## src/rtl/stream2fifo_native.sv

```systemverilog
// AXI-Stream slave to native FIFO write port through a 2-entry skid buffer.
// Tracks beats and packets written to the FIFO.
//
// state  | meaning
// OCC_0  | buffer empty, din don't-care, no write
// OCC_1  | one beat held in ent0
// OCC_2  | two beats held (ent0 oldest), upstream stalled
module stream2fifo_native #(
    parameter int DATA_WIDTH = 256,
    parameter int CNT_WIDTH  = 16
) (
    input  logic                  clk,
    input  logic                  rst_n,
    input  logic                  s_axis_tvalid,
    output logic                  s_axis_tready,
    input  logic [DATA_WIDTH-1:0] s_axis_tdata,
    input  logic                  s_axis_tlast,
    input  logic                  full,
    output logic                  wr_en,
    output logic [DATA_WIDTH:0]   din,
    output logic [CNT_WIDTH-1:0]  beat_cnt,
    output logic [CNT_WIDTH-1:0]  pkt_cnt
);

    typedef enum logic [1:0] {
        OCC_0 = 2'd0,
        OCC_1 = 2'd1,
        OCC_2 = 2'd2
    } occ_t;

    occ_t                state;
    occ_t                state_nxt;
    logic                ready_en;
    logic [DATA_WIDTH:0] ent0;
    logic [DATA_WIDTH:0] ent1;
    logic [DATA_WIDTH:0] ent0_nxt;
    logic [DATA_WIDTH:0] ent1_nxt;
    logic [DATA_WIDTH:0] beat_in;
    logic                accept;
    logic                pop;

    // tready depends only on registers, so the upstream sees no path from full
    assign s_axis_tready = ready_en && (state != OCC_2);
    assign wr_en         = (state != OCC_0) && !full;
    assign accept        = s_axis_tvalid && s_axis_tready;
    assign pop           = wr_en;
    assign beat_in       = {s_axis_tlast, s_axis_tdata};
    assign din           = ent0;

    always_ff @(posedge clk or negedge rst_n) begin
        if (!rst_n) begin
            state    <= OCC_0;
            ready_en <= 1'b0;
            ent0     <= '0;
            ent1     <= '0;
        end else begin
            state    <= state_nxt;
            ready_en <= 1'b1;
            ent0     <= ent0_nxt;
            ent1     <= ent1_nxt;
        end
    end

    always_comb begin
        state_nxt = state;
        ent0_nxt  = ent0;
        ent1_nxt  = ent1;
        case (state)
            OCC_0: begin
                if (accept) begin
                    ent0_nxt  = beat_in;
                    state_nxt = OCC_1;
                end
            end
            OCC_1: begin
                if (accept && pop) begin
                    ent0_nxt = beat_in;
                end else if (accept) begin
                    ent1_nxt  = beat_in;
                    state_nxt = OCC_2;
                end else if (pop) begin
                    state_nxt = OCC_0;
                end
            end
            OCC_2: begin
                // no accept possible here, tready is low
                if (pop) begin
                    ent0_nxt  = ent1;
                    state_nxt = OCC_1;
                end
            end
            default: begin
                state_nxt = OCC_0;
            end
        endcase
    end

    always_ff @(posedge clk or negedge rst_n) begin
        if (!rst_n) begin
            beat_cnt <= '0;
            pkt_cnt  <= '0;
        end else if (pop) begin
            beat_cnt <= beat_cnt + CNT_WIDTH'(1);
            if (ent0[DATA_WIDTH]) begin
                pkt_cnt <= pkt_cnt + CNT_WIDTH'(1);
            end
        end
    end

endmodule
```

## config.mk

```make
export PLATFORM = sky130hd
export DESIGN_NAME = stream2fifo_native
export DESIGN_NICKNAME = d
export VERILOG_FILES = /design/src/rtl/stream2fifo_native.sv
export SDC_FILE = /design/constraint.sdc
export NUM_CORES = 1
export LEC_CHECK = 0
export CAP_MARGIN = 20
export CELL_PAD_IN_SITES_DETAIL_PLACEMENT = 1
export CELL_PAD_IN_SITES_GLOBAL_PLACEMENT = 1
export CORE_MARGIN = 2
export CORE_UTILIZATION = 51
export CTS_BUF_LIST = sky130_fd_sc_hd__clkbuf_8
export CTS_CLUSTER_DIAMETER = 120
export DETAILED_ROUTE_END_ITERATION = 10
export DONT_BUFFER_PORTS = 1
export HOLD_SLACK_MARGIN = 0.02
export MAX_ROUTING_LAYER = met4
export PLACE_DENSITY_LB_ADDON = 0.3
export SYNTH_ARGS = -nofsm -noshare
export SYNTH_HDL_FRONTEND = slang
export SYNTH_SLANG_ARGS = --single-unit
```

## constraint.sdc

```tcl
create_clock -name clk -period 2 [get_ports clk]
set_input_delay 0.2 -clock clk [delete_from_list [all_inputs] [get_ports clk]]
set_output_delay 0.2 -clock clk [all_outputs]
set_load 0.03 [all_outputs]
```

### Word level (Yosys, flattened, before mapping)

Cells that the tools add are included.

* $add $sub $neg: 2
* $mul: 0
* divide/modulo/power cells: 0
* order comparisons: 0
* equality and inequality tests: 8
* shift operators: 0
* multiplexer cells: 10
* bitwise logic cells: 1
* reductions and logical operators: 12

Operators by type and width (count)
* 257-bit two-way mux: 3
* 257-bit case mux with 3 select lines: 1
* 16-bit by 1-bit adder with 16-bit output, second input constant: 2
* 2-bit two-way mux: 5
* 2-bit != test, second input constant: 5
* 4-bit AND reduction: 2
* 2-bit case mux with 3 select lines: 1
* 1-bit logical AND: 4
* 3-bit != test, second input constant: 1
* 3-bit AND reduction: 1
* 3-bit nonzero test: 1
* 2-bit by 1-bit equality test with 1-bit output, second input constant: 1
* 2-bit equality test, second input constant: 1
* 2-bit logical NOT: 1
* 2-bit AND reduction: 1
* 2-bit nonzero test: 1
* 1-bit logical NOT: 1
* 1-bit inverter: 1

* register bits after elaboration: 549
* bits in latches: 0
* memory bits (writable): 0
* memory bits (read-only): 0
* input bits: 261
* output and inout bits: 291
* word-level logic and storage cells: 39
* memories kept: 0

### Longest topological paths before layout

Gate-level depths: netlist of the first run.

* word-level depth: 6
* depth in mapped cells: 8
* mapped depth without buffers: 5

### Worst setup path before layout of the first run

No wires, ideal clock.

* kind: reg-to-output
* start point: register state[1]
* end point: output s_axis_tready
* data arrival time: 1.561 ns
* data required time: 1.800 ns
* setup slack: 0.239 ns
* cell stages (with the launch flop): 7
* path buffers: 4
* cells stage by stage: dfrtp_1 -> buf_4 -> nand2b_1 -> buf_2 -> clkbuf_1 -> clkbuf_1 -> and2_1

* word-level cells in the longest chain between the ends: 2

RTL lines
* start: declaration: RTL line 31 `occ_t state;`
* start signal: assignment: RTL line 57 `state <= state_nxt;`
* 2-bit != test: RTL line 43 `assign s_axis_tready = ready_en && (state != OCC_2);`
* 1-bit logical AND: RTL line 43
* end: declaration: RTL line 15 `output logic s_axis_tready,`

No other way between the ends.

### Worst setup path in the final report of the first run

* start point: register state[0]
* end point: register ent0[61], in the netlist din[61]

* word-level cells in the longest chain between the ends: 6
* elaborated cells on any way between the ends: 15
* classes of those cells: eq/ne: 6; mux: 1; reduce/logical: 8

RTL lines
* 2-bit != test: RTL line 43
* 1-bit logical AND: RTL line 43
* 1-bit logical AND: RTL line 45 `assign accept = s_axis_tvalid && s_axis_tready;`
* 1-bit logical AND: RTL line 76 `if (accept && pop) begin`
* 2-bit != test (no source line)
* 4-bit AND reduction (no source line)
* end signal: assignment: RTL line 59 `ent0 <= ent0_nxt;`
* end: declaration: RTL line 34 `logic [DATA_WIDTH:0] ent0;`

Parallel ways exist; a longest one is shown, timed or not.
A chain may end at the register's enable or synchronous reset.

==> results of run 1 <==
==> timing repair <==
item	4_1_cts	5_1_grt
gates resized for setup	4	12
endpoints found under the hold margin	1073	549
cloned	0	4
pin swaps	0	1
setup buffers	0	6
endpoints found under the setup margin	2	178
==> cells in the final DEF (no fill, tap or decap), types with 3 or more instances in the layout <==
master and instances:
clkbuf_16 4, a31oi_2 3, buf_12 26, clkinv_2 8, inv_1 41, xnor2_1 20, dfrtp_1 548, mux2_2 260
nor2_1 262, and3_1 6, nor3_1 6, dlygate4sd3_1 259, nand3_1 7, xor2_1 10, and4_1 3, diode_2 21
clkbuf_8 115, buf_16 6, a31oi_1 254, buf_4 37, nand4_1 11, nand2_1 524
==> cells by family (layout without fill, tap and decap cells) <==
group | after synthesis | after routing | share of synthesized area
other | 1 | 22 | 0.000166
AND/OR/NAND/NOR | 827 | 827 | 0.142
buffers and inverters | 148 | 501 | 0.0374
AO/OA/AOI/OAI | 262 | 262 | 0.0726
XOR/XNOR | 30 | 30 | 0.0116
multiplexers | 260 | 260 | 0.129
adder cells (fa/ha/maj) | 2 | 2 | 0.00110
flip-flops | 549 | 549 | 0.606
==> critical path, cell delays in order (launching register included) <==
cell,delay [ns]
dfrtp_1,0.42
or3b_1,0.45
o31ai_4,0.08
buf_6,0.18
buf_12,0.20
buf_16,0.18
nor2_1,0.06
a31oi_1,0.27
==> cell usage after synthesis <==
cell type,number,area share
buf_2,44,0.0097
ha_1,2,0.0011
dfrtp_1,549,0.61
and2_1,3,0.00083
nand2b_1,1,0.00028
and4_1,3,0.0012
o31ai_1,1,0.00033
inv_1,3,0.00050
nor2_1,262,0.043
nor4_1,1,0.00028
mux2_2,260,0.13
xor2_1,10,0.0039
conb_1,1,0.00017
buf_8,2,0.0013
and3_1,6,0.0017
nor2b_1,1,0.00028
nand3_1,7,0.0015
o21ba_2,1,0.00044
buf_4,35,0.012
o22ai_1,1,0.00028
nor3_1,6,0.0013
buf_6,11,0.0055
clkbuf_1,53,0.0088
nand4_1,11,0.0030
or3b_1,1,0.00039
nand2_1,524,0.087
xnor2_1,20,0.0077
nor3b_2,1,0.00055
a31oi_1,257,0.071
a21oi_1,1,0.00022
a21o_1,1,0.00033
==> final timing paths <==
kind                       cells after the start                  start  slack [ns]                     to
min in group clk                               5                   full        0.22   din[192]$_DFFE_PN0P_
setup / recovery                               7   state[0]$_DFFE_PN0P_       -0.01    din[61]$_DFFE_PN0P_
hold reg to reg                                1  ent1[117]$_DFFE_PN0P_        0.51  ent1[117]$_DFFE_PN0P_
max in group asynchronous                      0                  rst_n        1.09   din[167]$_DFFE_PN0P_
hold / removal                                 0                  rst_n       -0.79    din[93]$_DFFE_PN0P_
setup reg to reg                               7   state[0]$_DFFE_PN0P_       -0.01    din[61]$_DFFE_PN0P_
==> final cells by class <==
type / count / area, um2
repair buffers: 334 / 3680
fillers: 4481 / 15800
flip-flops and latches: 549 / 13700
well taps: 592 / 741
diodes: 21 / 52.6
inverters: 3 / 11.3
multi-input cells: 1382 / 8130
clock buffers: 115 / 1580
clock inverters: 49 / 250
==> registers in the layout, summed over array words and instances (netlist names) <==
signal    cells
pkt_cnt      16
ready_en      1
din         257
ent1        257
state         2
beat_cnt     16
==> power groups by stage <==
| stage | clock [mW] | combinational (mW) | sequential (mW) |
|---|---|---|---|
| floorplan | 0 | 3.92 | 19.1 |
| global placement | 0 | 4.78 | 19.7 |
| detailed placement | 0 | 5.22 | 20.0 |
| CTS | 10.1 | 5.78 | 19.8 |
| global route | 11.0 | 6.82 | 20.5 |
| finish | 10.4 | 6.34 | 20.2 |
==> layer usage <==
| layer | share of wire | track usage | wire length [um] | up-vias |
|---|---|---|---|---|
| li1 | - | - | - | 7656 |
| met2 | 0.51 | 0.604 | 42300 | 954 |
| met3 | 0.080 | 0.100 | 6720 | 321 |
| met4 | 0.059 | 0.196 | 4950 | 0 |
| met5 | 0 | - | 0 | - |
| met1 | 0.35 | 0.392 | 29600 | 9482 |
==> impl_results.md, run 1 <==
* Post-Syn Area per Cell at 10.9 um2
* Placed insts at 2591
* Die width at 215 um
* Status: finished, violations left
* Setup Skew at 0.0339 ns
* Nets at 2626
* Initial DRC count at 1582
* Final std cells w/o fill at 3045
* Post-synthesis cell type count at 31
* Port buffer count at 0
* Post-CTS Hold Buffers at 259
* Clk buf depth at 3
* Final hold slack at -0.794 ns
* Final core occ at 0.640
* Global-route usage over all layers at 0.362
* Total power at 36.9 mW
* CTS sink count at 549
* F_max at 496 MHz
* Ports at 552
* DR vias at 18400
* Net Sw Frac at 0.374
* RSZ-0062 raised after global routing: yes
* Num CTS Buffers at 93
* Dpl ws at 0.0543 ns
* Layout cell share with drive strength beyond 1 at 0.194
* Final hold violation count at 549
* Pin count of the biggest net entering global routing at 550
* Setup violations, final at 2
* Max_cap viols at 0
* Crit path time final at 2.01 ns
* CTS tree: done
* Clock slew at reported path FFs at 0.07 ns
* Leakage at 12.3 nW
* Initial cell density of the core at 0.515
* CTS root buf: clkbuf_8
* Slew Limit Fails at 264
* Core Area at 44000 um2
* Via density per instance at 6.05
* Grt total ovfl at 0
* Slew at the pin closest to its max-slew limit at 2.12 ns
* CTS H-tree lvls at 3
* Synthesis-stage register bit count at 549
* Sequential share of power at 0.547
* Die area at 46100 um2
* CP Data Required Time at 2.54 ns
* Worst setup margin at -0.0147 ns
* Total DRC errors in the routed layout at 0
* Antenna violation net count after detailed routing at 0
* Placed Area at 23500 um2
* First drt pass iteration count at 5
* Critical path type: reg2reg
* Failing checks: negative hold slack, max-slew violations, negative setup slack
* CP arrival at 2.55 ns
* Area delta synth->final at 24.4%
* Number of global-route vias before repair at 20500
* Synthesized Nets at 2342
* Worst skew pair latency at 0.69 ns
* HP Class: in2async
* Switching power at 13.8 mW
* Placer Congestion at 0.835
* Logic pwr share at 0.172
* Sequential share of the synthesized area at 0.606
* VDD IR max at 0.863 mV
* Routed wire per std cell at 27.4 um
* Die height at 215 um
* Final Cell Area at 28200 um2
* Fin crit share at 1.01
* CP Capture Type: register
* Power density cells at 1310 nW/um2
* Synthesized area at 22700 um2
* First-pass GRT wire length at 125 mm
* Crit path max fanout at 18
* Clock power share at 0.281
* Max-slew headroom at -0.414
* Initial antenna violation count at 14
* Yosys warns at 0
* Num rows at 77
* Startpoint types: register
* DRT Wirelength at 83.5 mm
* Fin Setup TNS at -0.0148 ns
* Synthesized instance count at 2079
* Detailed Place HPWL at 43.7 mm
* Pint at 23.1 mW
Note: power is estimated with default switching activity, not from simulation.
==> inputs of run 2 (changes only) <==
Settings changed: CORE_UTILIZATION 51 to 40, DONT_BUFFER_PORTS 1 to default.
==> run 2 against run 1 <==
  * The flow now finishes without violations
  * Critical path depth is 6 lower
  * Clock-buffer cell count is 2 higher
  * Clock power hardly changed
  * Cell count is 16% higher
  * Register-to-register slack better by 0.08 ns
  * Non-clock buffer count is 315 higher
  * Worst hold slack better by 0.85 ns
  * Flip-flop and latch count stayed put
  * Highest routed layer unchanged
  * Sequential power is 17% lower
  * Setup slack better by 0.068 ns
  * Largest power group unchanged
  * Total power is 4.0% higher
==> impl_results.md, run 2 (synthesis results as in run 1) <==
* Status: complete, no violations
* Crit path time final at 1.95 ns
* Power density cells at 1220 nW/um2
* Slew at the pin closest to its max-slew limit at 0.604 ns
* Number of global-route vias before repair at 20700
* Final hold slack at 0.0548 ns
* Leakage at 13.9 nW
* Port buffer count at 551
* Pin count of the biggest net entering global routing at 100
* Sequential share of power at 0.434
* Worst stage delay on the critical path at 0.69 ns
* Most frequent cells in the layout: 549 x dfrtp_1, 524 x nand2_1, 364 x clkdlybuf4s50_1, 260 x mux2_2, 260 x nor2_1
* Fill cells at 6067
* Antenna violation net count after detailed routing at 0
* Setup violations, final at 0
* First drt pass iteration count at 5
* Die height at 242 um
* CP Data Required Time at 1.80 ns
* Routed wire per std cell at 21.4 um
* Nets at 2942
* Detailed Place HPWL at 52.6 mm
* CTS H-tree lvls at 3
* Top delay family on crit path: buffers and inverters
* Clock power share at 0.265
* Critical path type: reg2out
* Setup Skew at 0.0205 ns
* CTS root buf: clkbuf_8
* Num rows at 87
* Fin crit share at 0.974
* CP Capture Type: output port
* Startpoint types: register
* CP arrival at 1.75 ns
* Max-slew headroom at 0.597
* Worst skew pair latency at 0.68 ns
* Reg2reg setup slack at 0.07 ns
* Initial DRC count at 999
* Critical path buffer and inverter count at 1
* Logic pwr share at 0.301
* Pint at 25.2 mW
* Die width at 242 um
* DRT Wirelength at 75.2 mm
* Slowest stage cell, crit path: clkdlybuf4s50_1
* Ports at 552
* Placed insts at 3333
* Final hold violation count at 0
* F_max at 514 MHz
* Clock slew at reported path FFs at 0.05 ns
* CP cell instances: clkdlybuf4s50_1
* Die area at 58600 um2
* Via density per instance at 5.24
* Total DRC errors in the routed layout at 0
* Placed Area at 29600 um2
* HP Class: in2async
* Global-route usage over all layers at 0.265
* Initial cell density of the core at 0.403
* VDD IR max at 1.08 mV
* Final Cell Area at 31500 um2
* Placer Congestion at 0.833
* Core Area at 56200 um2
* Initial antenna violation count at 22
* DR vias at 18500
* Switching power at 13.2 mW
* CTS tree: done
* Num CTS Buffers at 94
* Grt total ovfl at 0
* Net Sw Frac at 0.343
* Max_cap viols at 0
* RSZ-0062 raised after global routing: yes
* Layout cell share with drive strength beyond 1 at 0.180
* Area delta synth->final at 39.1%
* Final std cells w/o fill at 3522
* Commonest non-fill, non-tap cell in the layout: dfrtp_1
* Final core occ at 0.561
* Clk buf depth at 3
* Slew Limit Fails at 0
* CTS sink count at 549
* First-pass GRT wire length at 119 mm
* Crit path max fanout at 2
-- run 2: layer usage --
metal | vias up | track usage | part of all wire
met5 | - | - | 0
met4 | 0 | 0.131 | 0.049
met3 | 191 | 0.0727 | 0.063
met2 | 507 | 0.438 | 0.50
met1 | 9461 | 0.296 | 0.39
li1 | 8294 | - | -
-- run 2: final timing paths --
kind                                       endpoint                startpoint  cells past startpoint
hold / removal                 din[167]$_DFFE_PN0P_                     rst_n                      2
setup reg to reg                din[90]$_DFFE_PN0P_      state[0]$_DFFE_PN0P_                      8
setup / recovery                           din[161]      din[161]$_DFFE_PN0P_                      1
hold reg to reg            beat_cnt[15]$_DFFE_PN0P_  beat_cnt[15]$_DFFE_PN0P_                      1
min in group clk                din[27]$_DFFE_PN0P_          s_axis_tdata[27]                      3
max in group asynchronous      ent1[45]$_DFFE_PN0P_                     rst_n                      3
-- run 2: power by group through the flow --
stage | logic (mW) | registers [mW] | clock network, mW
after floorplan | 3.92 | 19.1 | 0
after global placement | 11.6 | 16.6 | 0
after detailed placement | 12.1 | 16.9 | 0
after CTS | 11.7 | 16.7 | 10.5
after global routing | 12.3 | 17.1 | 10.9
final | 11.6 | 16.7 | 10.2
-- run 2: cell type report --
| class | instances | area (um2) | area share |
|---|---|---|---|
| diodes | 23 | 57.6 | 0.00183 |
| clock buffers | 117 | 1610 | 0.0511 |
| clock inverters | 43 | 262 | 0.00830 |
| inverters | 3 | 11.3 | 0.000357 |
| multi-input cells | 1382 | 8120 | 0.258 |
| flip-flops and latches | 549 | 13700 | 0.436 |
| well taps | 756 | 946 | 0.0300 |
| repair buffers | 649 | 6770 | 0.215 |
-- run 2: what timing repair did --
item	in CTS	in global routing
resized for setup	162	33
hold buffers	1	0
cloned	0	1
pin swaps	1	0
endpoints found under the hold margin	549	0
endpoints found under the setup margin	160	101
setup buffers	3	3
-- run 2: stage by stage --
step	setup TNS, ns	power [mW]	setup WS, ns
after floorplan	0	23.1	0.239
after global placement	-3.97	28.2	-0.0523
after detailed placement	-25.04	29.0	-0.191
after CTS	0	38.8	0.000162
after global routing	-0.442	40.4	-0.0335
final	0	38.4	0.0529
